**config.mk**
```make
export PLATFORM = sky130hd
export DESIGN_NAME = pf_iod_rx_lane_trainer_flat
export DESIGN_NICKNAME = d
export VERILOG_FILES = /design/src/rtl/pf_iod_rx_lane_trainer_if.sv /design/src/rtl/pf_iod_rx_lane_trainer.sv /design/src/flat_wrapper.sv
export SDC_FILE = /design/constraint.sdc
export NUM_CORES = 1
export LEC_CHECK = 0
export BUFFER_PORTS_ARGS = -buffer_cell sky130_fd_sc_hd__buf_2
export CORE_ASPECT_RATIO = 1.75
export CORE_UTILIZATION = 55
export CTS_CLUSTER_DIAMETER = 40
export DETAILED_ROUTE_END_ITERATION = 7
export PLACE_DENSITY = 0.77
export SLEW_MARGIN = 20
export SYNTH_ARGS = -nofsm -noshare
export SYNTH_HDL_FRONTEND = slang
export SYNTH_SLANG_ARGS = --single-unit
```
**constraint.sdc**
```tcl
create_clock -name FAB_CLK -period 4.9 [get_ports FAB_CLK]
set_input_delay 0.49 -clock FAB_CLK [delete_from_list [all_inputs] [get_ports FAB_CLK]]
set_output_delay 0.49 -clock FAB_CLK [all_outputs]
set_load 0.05 [all_outputs]
```
**src/rtl/pf_iod_rx_lane_trainer_if.sv**
```systemverilog
// rtl/pf_iod_rx_lane_trainer_if.sv - IOD receive-lane training signal bundle
interface pf_iod_rx_lane_trainer_if;
  logic       TRAIN_START;
  logic [3:0] RX_DATA_0;
  logic       DELAY_LINE_OUT_OF_RANGE_0;
  logic       RX_BIT_SLIP_0;
  logic       DELAY_LINE_LOAD_0;
  logic       DELAY_LINE_MOVE_0;
  logic       DELAY_LINE_DIRECTION_0;
  logic       TRAIN_BUSY;
  logic       TRAIN_DONE;
  logic       TRAIN_FAIL;
  logic [1:0] SLIP_COUNT;
  logic [7:0] TAP_COUNT;
  logic [7:0] ERR_COUNT;

  modport master (
    input  TRAIN_START, RX_DATA_0, DELAY_LINE_OUT_OF_RANGE_0,
    output RX_BIT_SLIP_0, DELAY_LINE_LOAD_0, DELAY_LINE_MOVE_0, DELAY_LINE_DIRECTION_0,
    output TRAIN_BUSY, TRAIN_DONE, TRAIN_FAIL, SLIP_COUNT, TAP_COUNT, ERR_COUNT
  );

  modport slave (
    output TRAIN_START, RX_DATA_0, DELAY_LINE_OUT_OF_RANGE_0,
    input  RX_BIT_SLIP_0, DELAY_LINE_LOAD_0, DELAY_LINE_MOVE_0, DELAY_LINE_DIRECTION_0,
    input  TRAIN_BUSY, TRAIN_DONE, TRAIN_FAIL, SLIP_COUNT, TAP_COUNT, ERR_COUNT
  );
endinterface

```
**src/rtl/pf_iod_rx_lane_trainer.sv**
```systemverilog
// rtl/pf_iod_rx_lane_trainer.sv - word alignment and delay-tap training for a 4:1 IOD lane
module pf_iod_rx_lane_trainer #(
  parameter logic [3:0] TRAIN_PATTERN = 4'b1100,
  parameter int         MATCH_COUNT   = 16,
  parameter int         SETTLE_CYCLES = 8,
  parameter int         MAX_TAPS      = 127
) (
  input logic                      FAB_CLK,
  input logic                      ARST_N,
  pf_iod_rx_lane_trainer_if.master lane
);
  typedef enum logic [2:0] {
    S_IDLE, S_LOAD, S_SETTLE, S_CHECK, S_SLIP, S_MOVE, S_LOCKED, S_FAIL
  } state_t;

  localparam logic [7:0] SETTLE_LAST = 8'(SETTLE_CYCLES - 1);
  localparam logic [7:0] MATCH_LAST  = 8'(MATCH_COUNT - 1);
  localparam logic [7:0] TAP_LIMIT   = 8'(MAX_TAPS);

  state_t     state, state_n;
  logic [7:0] settle_cnt, settle_cnt_n;
  logic [7:0] match_cnt, match_cnt_n;
  logic [7:0] tap_cnt, tap_cnt_n;
  logic [7:0] err_cnt, err_cnt_n;
  logic [1:0] slip_cnt, slip_cnt_n;
  logic       after_move, after_move_n;
  logic       word_ok;

  assign word_ok = (lane.RX_DATA_0 == TRAIN_PATTERN);

  always_ff @(posedge FAB_CLK or negedge ARST_N) begin
    if (!ARST_N) begin
      state      <= S_IDLE;
      settle_cnt <= 8'd0;
      match_cnt  <= 8'd0;
      tap_cnt    <= 8'd0;
      err_cnt    <= 8'd0;
      slip_cnt   <= 2'd0;
      after_move <= 1'b0;
    end else begin
      state      <= state_n;
      settle_cnt <= settle_cnt_n;
      match_cnt  <= match_cnt_n;
      tap_cnt    <= tap_cnt_n;
      err_cnt    <= err_cnt_n;
      slip_cnt   <= slip_cnt_n;
      after_move <= after_move_n;
    end
  end

  always_comb begin
    state_n      = state;
    settle_cnt_n = 8'd0;
    match_cnt_n  = 8'd0;
    tap_cnt_n    = tap_cnt;
    err_cnt_n    = err_cnt;
    slip_cnt_n   = slip_cnt;
    after_move_n = after_move;
    case (state)
      S_IDLE: ;
      S_LOAD: begin
        slip_cnt_n   = 2'd0;
        tap_cnt_n    = 8'd0;
        err_cnt_n    = 8'd0;
        after_move_n = 1'b0;
        state_n      = S_SETTLE;
      end
      S_SETTLE: begin
        // The end stop only matters once the tap has actually been moved.
        if (after_move && lane.DELAY_LINE_OUT_OF_RANGE_0)
          state_n = S_FAIL;
        else if (settle_cnt == SETTLE_LAST)
          state_n = S_CHECK;
        else
          settle_cnt_n = settle_cnt + 8'd1;
      end
      S_CHECK: begin
        if (!word_ok)
          state_n = S_SLIP;
        else if (match_cnt == MATCH_LAST)
          state_n = S_LOCKED;
        else
          match_cnt_n = match_cnt + 8'd1;
      end
      S_SLIP: begin
        slip_cnt_n   = slip_cnt + 2'd1;
        after_move_n = 1'b0;
        state_n      = (slip_cnt == 2'd3) ? S_MOVE : S_SETTLE;
      end
      S_MOVE: begin
        tap_cnt_n    = tap_cnt + 8'd1;
        after_move_n = 1'b1;
        state_n      = (tap_cnt_n == TAP_LIMIT) ? S_FAIL : S_SETTLE;
      end
      S_LOCKED: begin
        if (!word_ok && err_cnt != 8'hff)
          err_cnt_n = err_cnt + 8'd1;
      end
      S_FAIL: ;
      default: state_n = S_IDLE;
    endcase
    if (lane.TRAIN_START)
      state_n = S_LOAD;
  end

  // Pulses and status levels are registered copies of the current state,
  // so a pulse always lasts exactly one cycle even across a restart.
  always_ff @(posedge FAB_CLK or negedge ARST_N) begin
    if (!ARST_N) begin
      lane.RX_BIT_SLIP_0          <= 1'b0;
      lane.DELAY_LINE_LOAD_0      <= 1'b0;
      lane.DELAY_LINE_MOVE_0      <= 1'b0;
      lane.DELAY_LINE_DIRECTION_0 <= 1'b0;
      lane.TRAIN_BUSY             <= 1'b0;
      lane.TRAIN_DONE             <= 1'b0;
      lane.TRAIN_FAIL             <= 1'b0;
    end else begin
      lane.RX_BIT_SLIP_0          <= (state == S_SLIP);
      lane.DELAY_LINE_LOAD_0      <= (state == S_LOAD);
      lane.DELAY_LINE_MOVE_0      <= (state == S_MOVE);
      lane.DELAY_LINE_DIRECTION_0 <= (state == S_MOVE);
      lane.TRAIN_BUSY             <= (state inside {S_LOAD, S_SETTLE, S_CHECK, S_SLIP, S_MOVE});
      lane.TRAIN_DONE             <= (state == S_LOCKED);
      lane.TRAIN_FAIL             <= (state == S_FAIL);
    end
  end

  assign lane.SLIP_COUNT = slip_cnt;
  assign lane.TAP_COUNT  = tap_cnt;
  assign lane.ERR_COUNT  = err_cnt;
endmodule

```
**src/flat_wrapper.sv**
```systemverilog
// flat-port wrapper written by rule: the top's interface ports become plain ports
module pf_iod_rx_lane_trainer_flat 
#(
  parameter logic [3:0] TRAIN_PATTERN = 4'b1100,
  parameter int         MATCH_COUNT   = 16,
  parameter int         SETTLE_CYCLES = 8,
  parameter int         MAX_TAPS      = 127
)
  (FAB_CLK, ARST_N, lane_TRAIN_START, lane_RX_DATA_0, lane_DELAY_LINE_OUT_OF_RANGE_0, lane_RX_BIT_SLIP_0, lane_DELAY_LINE_LOAD_0, lane_DELAY_LINE_MOVE_0, lane_DELAY_LINE_DIRECTION_0, lane_TRAIN_BUSY, lane_TRAIN_DONE, lane_TRAIN_FAIL, lane_SLIP_COUNT, lane_TAP_COUNT, lane_ERR_COUNT);
  pf_iod_rx_lane_trainer_if lane_i ();
  input logic FAB_CLK;
  input logic ARST_N;
  input wire logic [$bits(lane_i.TRAIN_START)-1:0] lane_TRAIN_START;
  input wire logic [$bits(lane_i.RX_DATA_0)-1:0] lane_RX_DATA_0;
  input wire logic [$bits(lane_i.DELAY_LINE_OUT_OF_RANGE_0)-1:0] lane_DELAY_LINE_OUT_OF_RANGE_0;
  output wire logic [$bits(lane_i.RX_BIT_SLIP_0)-1:0] lane_RX_BIT_SLIP_0;
  output wire logic [$bits(lane_i.DELAY_LINE_LOAD_0)-1:0] lane_DELAY_LINE_LOAD_0;
  output wire logic [$bits(lane_i.DELAY_LINE_MOVE_0)-1:0] lane_DELAY_LINE_MOVE_0;
  output wire logic [$bits(lane_i.DELAY_LINE_DIRECTION_0)-1:0] lane_DELAY_LINE_DIRECTION_0;
  output wire logic [$bits(lane_i.TRAIN_BUSY)-1:0] lane_TRAIN_BUSY;
  output wire logic [$bits(lane_i.TRAIN_DONE)-1:0] lane_TRAIN_DONE;
  output wire logic [$bits(lane_i.TRAIN_FAIL)-1:0] lane_TRAIN_FAIL;
  output wire logic [$bits(lane_i.SLIP_COUNT)-1:0] lane_SLIP_COUNT;
  output wire logic [$bits(lane_i.TAP_COUNT)-1:0] lane_TAP_COUNT;
  output wire logic [$bits(lane_i.ERR_COUNT)-1:0] lane_ERR_COUNT;
  assign lane_i.TRAIN_START = lane_TRAIN_START;
  assign lane_i.RX_DATA_0 = lane_RX_DATA_0;
  assign lane_i.DELAY_LINE_OUT_OF_RANGE_0 = lane_DELAY_LINE_OUT_OF_RANGE_0;
  assign lane_RX_BIT_SLIP_0 = lane_i.RX_BIT_SLIP_0;
  assign lane_DELAY_LINE_LOAD_0 = lane_i.DELAY_LINE_LOAD_0;
  assign lane_DELAY_LINE_MOVE_0 = lane_i.DELAY_LINE_MOVE_0;
  assign lane_DELAY_LINE_DIRECTION_0 = lane_i.DELAY_LINE_DIRECTION_0;
  assign lane_TRAIN_BUSY = lane_i.TRAIN_BUSY;
  assign lane_TRAIN_DONE = lane_i.TRAIN_DONE;
  assign lane_TRAIN_FAIL = lane_i.TRAIN_FAIL;
  assign lane_SLIP_COUNT = lane_i.SLIP_COUNT;
  assign lane_TAP_COUNT = lane_i.TAP_COUNT;
  assign lane_ERR_COUNT = lane_i.ERR_COUNT;
  pf_iod_rx_lane_trainer #(.TRAIN_PATTERN(TRAIN_PATTERN), .MATCH_COUNT(MATCH_COUNT), .SETTLE_CYCLES(SETTLE_CYCLES), .MAX_TAPS(MAX_TAPS)) u_core (.FAB_CLK(FAB_CLK), .ARST_N(ARST_N), .lane(lane_i));
endmodule
```
==> results.txt, run 1 <==
- Register share of total power: 0.579
* Library cells used by synthesis: 45
- After legalization and detailed placement, the total HPWL measured slightly above 3 mm.
- Worst Reg-to-Reg Cells: 5
* Post-detailed-route count of antenna-violating nets: 0
- Type of the worst setup path: flip-flop to flip-flop
- Largest cells by area after synthesis: dfrtp_1 50%, nor2_1 4.4%, nand2_1 4.2%
* Overall routed net length: 4.13 mm
* Detailed Routing Iterations Pass 1: 4
- In the final layout, the share of cells above drive strength 1 is 0.186.
- The number of clock buffers added by TritonCTS is 5.
- Clock transition at the register clock pins on the worst setup and hold paths after CTS: about 80 ps
- The finished layout holds approximately 310 standard cells, fillers aside.
- Number of gates given a new drive strength after cts: 0
* Number of global-route vias before repair: ~1700
- The analysis attributes to cell leakage a power of about 0.0012 µW.
* Number of instances in the synthesized netlist: ~230
- For the pin with the worst max-slew slack, the measured transition is ~950 ps.
* Most common cell in the netlist: dfrtp_1
* Boundary Pins: 33
- Die X-Extent: 50.0 µm
* Final GP Congestion: 0.780
* Highest ir drop seen on vdd: around 0.00021 V
- The number of antenna diodes in the final layout is 0.
* Net count of the finished layout: ~270
- Clock tree from TritonCTS: yes
* Final-report hold violation count: 0
- Avg WL per Cell: ~13 µm
- CTS placed an instance of clkbuf_8 at the clock tree root.
- Final critical-path share of the clock period: 0.427
- Slack of the worst reg-to-reg path: roughly 2800 ps
* Primary FF master, synth: dfrtp_1
* Reported net switching power: 153 µW
- Buffers inserted to repair hold after CTS numbered 0.
* Largest net degree at the start of global routing: 45
- Placeable Area: 3870 µm²
- Averaged over all synthesized cells, the footprint is between 9 and 10 µm².
- In this run, synthesis inferred 0 flip-flops with an integrated enable.
- STA puts the critical path data arrival time at 2300 ps.
- Relative to the synthesized area, the layout overhead comes to 12.6%.
- Maximum clock insertion buffer count: 2
- Overall die height: 85.9 µm
- The share of synthesized area in the top cell type comes to 0.497.
- Placed Cells incl. Taps: a little under 300
- Timing-limited maximum frequency: 478 MHz
- Final setup violation count: 0
- Number of antenna violations at the first check in global routing: 0
- Share of power burned in combinational logic: 0.061
- Commonest cells in the synthesized netlist: 44 x dfrtp_1, 26 x nor2_1, 25 x nand2_1, 15 x nand3_1, 11 x inv_1
- Part of the Yosys area used for sequential elements: 0.497
- Rows: 30
- Total overflow reported by the global router: 0
* Number of H-tree levels: 2
* Clock group share of total power: 0.359
- The detailed router finished its first iteration with 31 violations.
- Cell Area, Synth: around 2200 µm²
- Worst slew margin relative to its limit: 0.366
- Endpoint kind of the worst setup timing path: flip-flop
- Subtracting the final worst setup slack from the clock period gives ~2100 ps.
- Wire length of the first global-routing pass: 7.07 mm
- Of the total power, the share spent switching nets is 0.238.
- Number of buffers added for setup after CTS: 0
- Launching point of the worst reg2reg path: u_core.settle_cnt[0]
- After synthesis the netlist holds a flip-flop and latch count of 44.
- Number of buffers inserted by port buffering: 32
- For the final database, setup skew stands at 5.15 ps.
- Global router's overall resource usage: 0.219
- The later pin in the worst-skew pair is clocked with a latency of between 200 and 300 ps.
* DIE AREA: ~4300 µm²
- The tool flagged a number of max-cap violations equal to 0.
- Critical path endpoint: u_core.state[2]
- The internal portion of the total power is between 400 and 500 µW.
- Worst EP required: between 5000 and 6000 ps
* Unrepaired setup endpoints after global routing: false
- Post-Route Setup TNS: 0 ps
- Outcome: complete, no violations
- Total Power Consumption: between 600 and 700 µW
- The initial utilization of the core area, before any placement, comes to 0.572.
* Via/cell ratio: 5.67
- The routed layout has between 1500 and 2000 vias.
* FFs w/ async S/R, synth: 1.00
- Of all cell types, the one taking the most synthesized area is dfrtp_1.
- Startpoint class of the critical path: flip-flop
* Critical path launch point: u_core.settle_cnt[0]
- After detailed routing, the number of remaining DRC violations is 0.
- Pwr per Cell Area: 258 nW/µm²
- The endpoint identified for the worst register-to-register timing path is u_core.state[2].
- Sinks on Clock Net: 44
* Total count of max-transition violations in the final report: 0
- In this run the worst path has a maximum fanout of 7.
- Yosys synthesis warning count: 0
- Hold/Removal Path Class: input pin to async pin
* Post-Synthesis Net Count: between 200 and 250
[state kept, by name (all words and copies together), names as in the netlist]
signal	count
u_core.lane.RX_BIT_SLIP_0	1
u_core.settle_cnt	8
u_core.lane.TRAIN_DONE	1
u_core.lane.DELAY_LINE_MOVE_0	1
u_core.after_move	1
u_core.lane.TRAIN_FAIL	1
u_core.lane.TAP_COUNT	8
u_core.lane.ERR_COUNT	8
u_core.lane.TRAIN_BUSY	1
u_core.lane.DELAY_LINE_LOAD_0	1
u_core.lane.SLIP_COUNT	2
u_core.match_cnt	8
u_core.state	3
[critical path, stage by stage (launching register included)]
cell and delay, ps:
dfrtp_1 410, ha_1 240, or4b_4 490, o311ai_4 440, o221ai_2 200, nor4b_2 240
[worst min path at each step]
stage / end / slack [ps] / cells after the start
final: u_core.lane.DELAY_LINE_MOVE_0 / 340 / 1
after detailed placement: u_core.match_cnt[0] / 470 / 1
after global routing: u_core.state[1] / 380 / 2
after CTS: u_core.state[1] / 370 / 2
after global placement: u_core.match_cnt[0] / 460 / 1
after floorplan: u_core.after_move / 190 / 0
[cell families after synthesis]
kind of cell | count (synthesis) | synth area share
adder cells (fa/ha/maj) | 6 | 0.0339
flip-flops | 44 | 0.497
AO/OA/AOI/OAI | 38 | 0.125
AND/OR/NAND/NOR | 98 | 0.223
buffers and inverters | 19 | 0.0339
multiplexers | 6 | 0.0271
XOR/XNOR | 15 | 0.0594
[cell type report]
type | count | area, µm²
fillers | 333 | 1370
inverters | 11 | 41.3
well taps | 48 | 60.1
repair buffers | 32 | 160
multi-input cells | 163 | 1040
clock buffers | 6 | 82.6
clock inverters | 2 | 10.0
flip-flops and latches | 44 | 1100
[layout by cell type, fill, tap and decap left out, types with 3 or more instances in the layout]
cell type   n
o21ai_0    10
dfrtp_1    44
a211oi_1    3
nand4_1     3
clkbuf_8    6
nand2_1    25
or3_1       3
nor3_1      5
and3_1      5
ha_1        6
xor2_1      9
nor2_1     26
nand2b_1    3
buf_2      32
inv_1      11
a21oi_1     8
nand3_1    15
xnor2_1     6
mux2i_1     6
[layer usage]
layer,track usage,vias to the layer above,share of wire
met5,0,-,0
met1,0.243,842,0.41
met3,0.0426,12,0.027
met2,0.381,36,0.53
met4,0.130,0,0.033
li1,-,844,-
[through the flow]
| stage | setup slack (ps) | instance area [µm²] | utilization | hold WS [ps] |
|---|---|---|---|---|
| global placement | 2900 | 2400 | 0.621 | 461 |
| CTS | 2790 | 2490 | 0.645 | 373 |
| floorplan | 2990 | 2210 | - | 194 |
| detailed placement | 2800 | 2400 | 0.621 | 467 |
| finish | 2810 | 2490 | 0.645 | 338 |
| global route | 2690 | 2490 | 0.645 | 380 |
[power by group through the flow]
stage	combinational, µW	sequential, µW	clock, µW
6_report	39.4	372	231
5_1_grt	44.3	373	250
3_5_place_dp	40.3	379	0
2_1_floorplan	21.6	381	0
3_3_place_gp	39.8	379	0
4_1_cts	40.3	372	237
Power figures use the tool's default switching activity.
==> run 2: changes to the inputs <==
--- a/config.mk
+++ b/config.mk
@@ -7,10 +7,10 @@
 export LEC_CHECK = 0
 export BUFFER_PORTS_ARGS = -buffer_cell sky130_fd_sc_hd__buf_2
 export CORE_ASPECT_RATIO = 1.75
-export CORE_UTILIZATION = 55
+export CORE_UTILIZATION = 51
 export CTS_CLUSTER_DIAMETER = 40
 export DETAILED_ROUTE_END_ITERATION = 7
-export PLACE_DENSITY = 0.77
+export PLACE_DENSITY = 0.75
 export SLEW_MARGIN = 20
 export SYNTH_ARGS = -nofsm -noshare
 export SYNTH_HDL_FRONTEND = slang
==> constraint.sdc (replaced) <==
create_clock -name FAB_CLK -period 1.8 [get_ports FAB_CLK]
set_input_delay 0.18 -clock FAB_CLK [delete_from_list [all_inputs] [get_ports FAB_CLK]]
set_output_delay 0.18 -clock FAB_CLK [all_outputs]
set_load 0.05 [all_outputs]
==> results.txt, run 2 (synthesized netlist as in run 1, its figures left out) <==
* HPWL after detailed placement: ~3.2 mm
- The smallest clock period supported by the final layout is computed as between 1500 and 2000 ps.
* Total CTS buffers: 5
- Smallest hold slack: around 80 ps
- Initial Utilization: 0.533
* Rows: 31
* Worst Clk Skew: ~6.6 ps
* Final setup violation count: 0
* Number of global-route vias before repair: roughly 1600
- Routed vias: about 1700
* Root buf cell: clkbuf_8
* Number of H-tree levels: 2
- In this run the remaining antenna-violating nets after routing total 0.
- Endpoint kind of the worst setup timing path: flip-flop
- Overall routed net length: around 4.3 mm
- The flow ran to the end, and the final reports show no timing, DRC or antenna violations.
- Power spread over the standard cell area amounts to about 720 nW/µm².
* Startpoint class of the critical path: flip-flop
- Timing-limited maximum frequency: approximately 570 MHz
* Slew at the pin with the worst max-slew slack: 518 ps
- Highest-count cells in the layout ignoring fill and taps: 44 x dfrtp_1, 32 x buf_2, 26 x nor2_1
- Residual DRC count: 0
- Final critical-path share of the clock period: 0.979
- Overall die height: between 80 and 90 µm
- In this run the worst path has a maximum fanout of 4.
- Headroom to the max-slew limit came out at 0.652.
- The die covers ~4600 µm².
- Counting tap cells, the placed design contains a total of a little over 300 instances.
- Using the TritonRoute via totals, the vias-per-cell ratio works out to 5.45.
* Clock transition at the register clock pins on the worst setup and hold paths after CTS: about 80 ps
- Layout cells sized above 1: 0.225
* Hold/Removal Path Class: input pin to flip-flop
* Boundary Pins: 33
* Number of antenna violations at the first check in global routing: 0
- Detailed Routing Iterations Pass 1: 4
* Most common library cell in the layout ignoring fill and taps: dfrtp_1
- Highest ir drop seen on vdd: 0.000683 V
- For this design the static power due to leakage is 0.00126 µW.
- Entering global routing, the biggest net connects between 40 and 50 pins.
* Number of buffers inserted by port buffering: 32
* Total overflow reported by the global router: 0
- In the final layout, the multi-input gates occupy about 1000 µm².
* Placeable Area: slightly above 4000 µm²
* Sinks on Clock Net: 44
- Setup repair after global routing could not meet its margin everywhere.
- Non-filler cells in the finished layout: between 300 and 400
- Clock tree from TritonCTS: yes
- Global router's overall resource usage: 0.209
* Diode count: 0
- In this run, the number of DRC markers left after iteration 0 of detailed routing was 39.
- Area added between synthesis and finish: 18.7%
* Final-layout fill cell count: roughly 360
- Die X-Extent: about 52 µm
- MaxCap Viol Count: 0
* Worst EP required: 2000 ps
- Total count of max-transition violations in the final report: 0
- Avg WL per Cell: roughly 13 µm
* Maximum clock insertion buffer count: 2
- Final-report hold violation count: 0
* Final GP Congestion: just over 0.8
- Arr. time, crit path: approximately 2000 ps
- Sequential standard cell area: roughly 1100 µm²
* Type of the worst setup path: flip-flop to flip-flop
- Worst-skew pair later-pin latency: 290 ps
- The first global-routing pass estimated a little over 7 mm of wire.
- The final layout contains around 280 nets.
==> run 2: cell count changes in the layout (fill, tap and decap cells not counted) <==
cell / delta
buf_4: +11
buf_12: +1
bufinv_16: +1
clkbuf_8: -1
clkinv_2: -1
clkinvlp_4: +1
dlygate4sd3_1: +1
ha_1: -1
ha_2: +1
==> run 2: worst paths after layout <==
kind	cells past startpoint	slack (ps)	end	from
max in group asynchronous	3	1210	u_core.lane.TAP_COUNT[6]	ARST_N
hold reg to reg	1	470	u_core.match_cnt[0]	u_core.match_cnt[0]
min in group asynchronous	3	380	u_core.lane.TAP_COUNT[1]	ARST_N
setup reg to reg	5	40	u_core.state[2]	u_core.settle_cnt[1]
hold / removal	2	80	u_core.state[1]	lane_TRAIN_START
setup / recovery	5	40	u_core.state[2]	u_core.settle_cnt[1]
==> run 2: critical path, stage by stage, from the launching register on <==
cell	delay, ps
dfrtp_1	390
ha_2	180
or4b_4	470
o311ai_4	250
o221ai_2	160
nor4b_2	220
==> run 2: metal layers <==
layer,vias up,track usage,routed length [µm]
met5,-,0,0
met4,0,0.101,87
met3,6,0.0357,123
met2,35,0.387,2380
met1,832,0.223,1710
li1,872,-,-
==> run 2: repair_timing <==
action / 4_1_cts / 5_1_grt
gates resized for setup: 0 / 0
setup buffers: 0 / 1
hold endpoints to repair: 44 / 0
hold buffers: 1 / 0
endpoints found under the setup margin: 0 / 2
==> run 2: power breakdown <==
group / total (µW) / internal (µW) / switching (µW)
sequential: 1000 / 997 / 7.25
combinational: 140 / 48.8 / 91.2
clock: 747 / 411 / 336
total: 1890 / 1460 / 435
==> run 2: layout make-up <==
class / count / share of cell area
inverters: 11 / 0.0157
multi-input cells: 163 / 0.396
flip-flops and latches: 44 / 0.419
clock inverters: 3 / 0.0162
clock buffers: 5 / 0.0262
repair buffers: 45 / 0.104
well taps: 49 / 0.0233
==> run 2: per-stage QoR <==
stage	cell area [µm²]	TNS [ps]	util	power, µW	setup WS, ps
6_report	2630	0	0.633	1890	37.3
5_1_grt	2630	-69.1	0.633	1970	-69.1
4_1_cts	2620	0	0.631	1910	33.5
3_5_place_dp	2500	0	0.602	1160	51.7
3_3_place_gp	2500	0	0.602	1160	88.3
2_1_floorplan	2220	-74.9	-	1100	-55.4
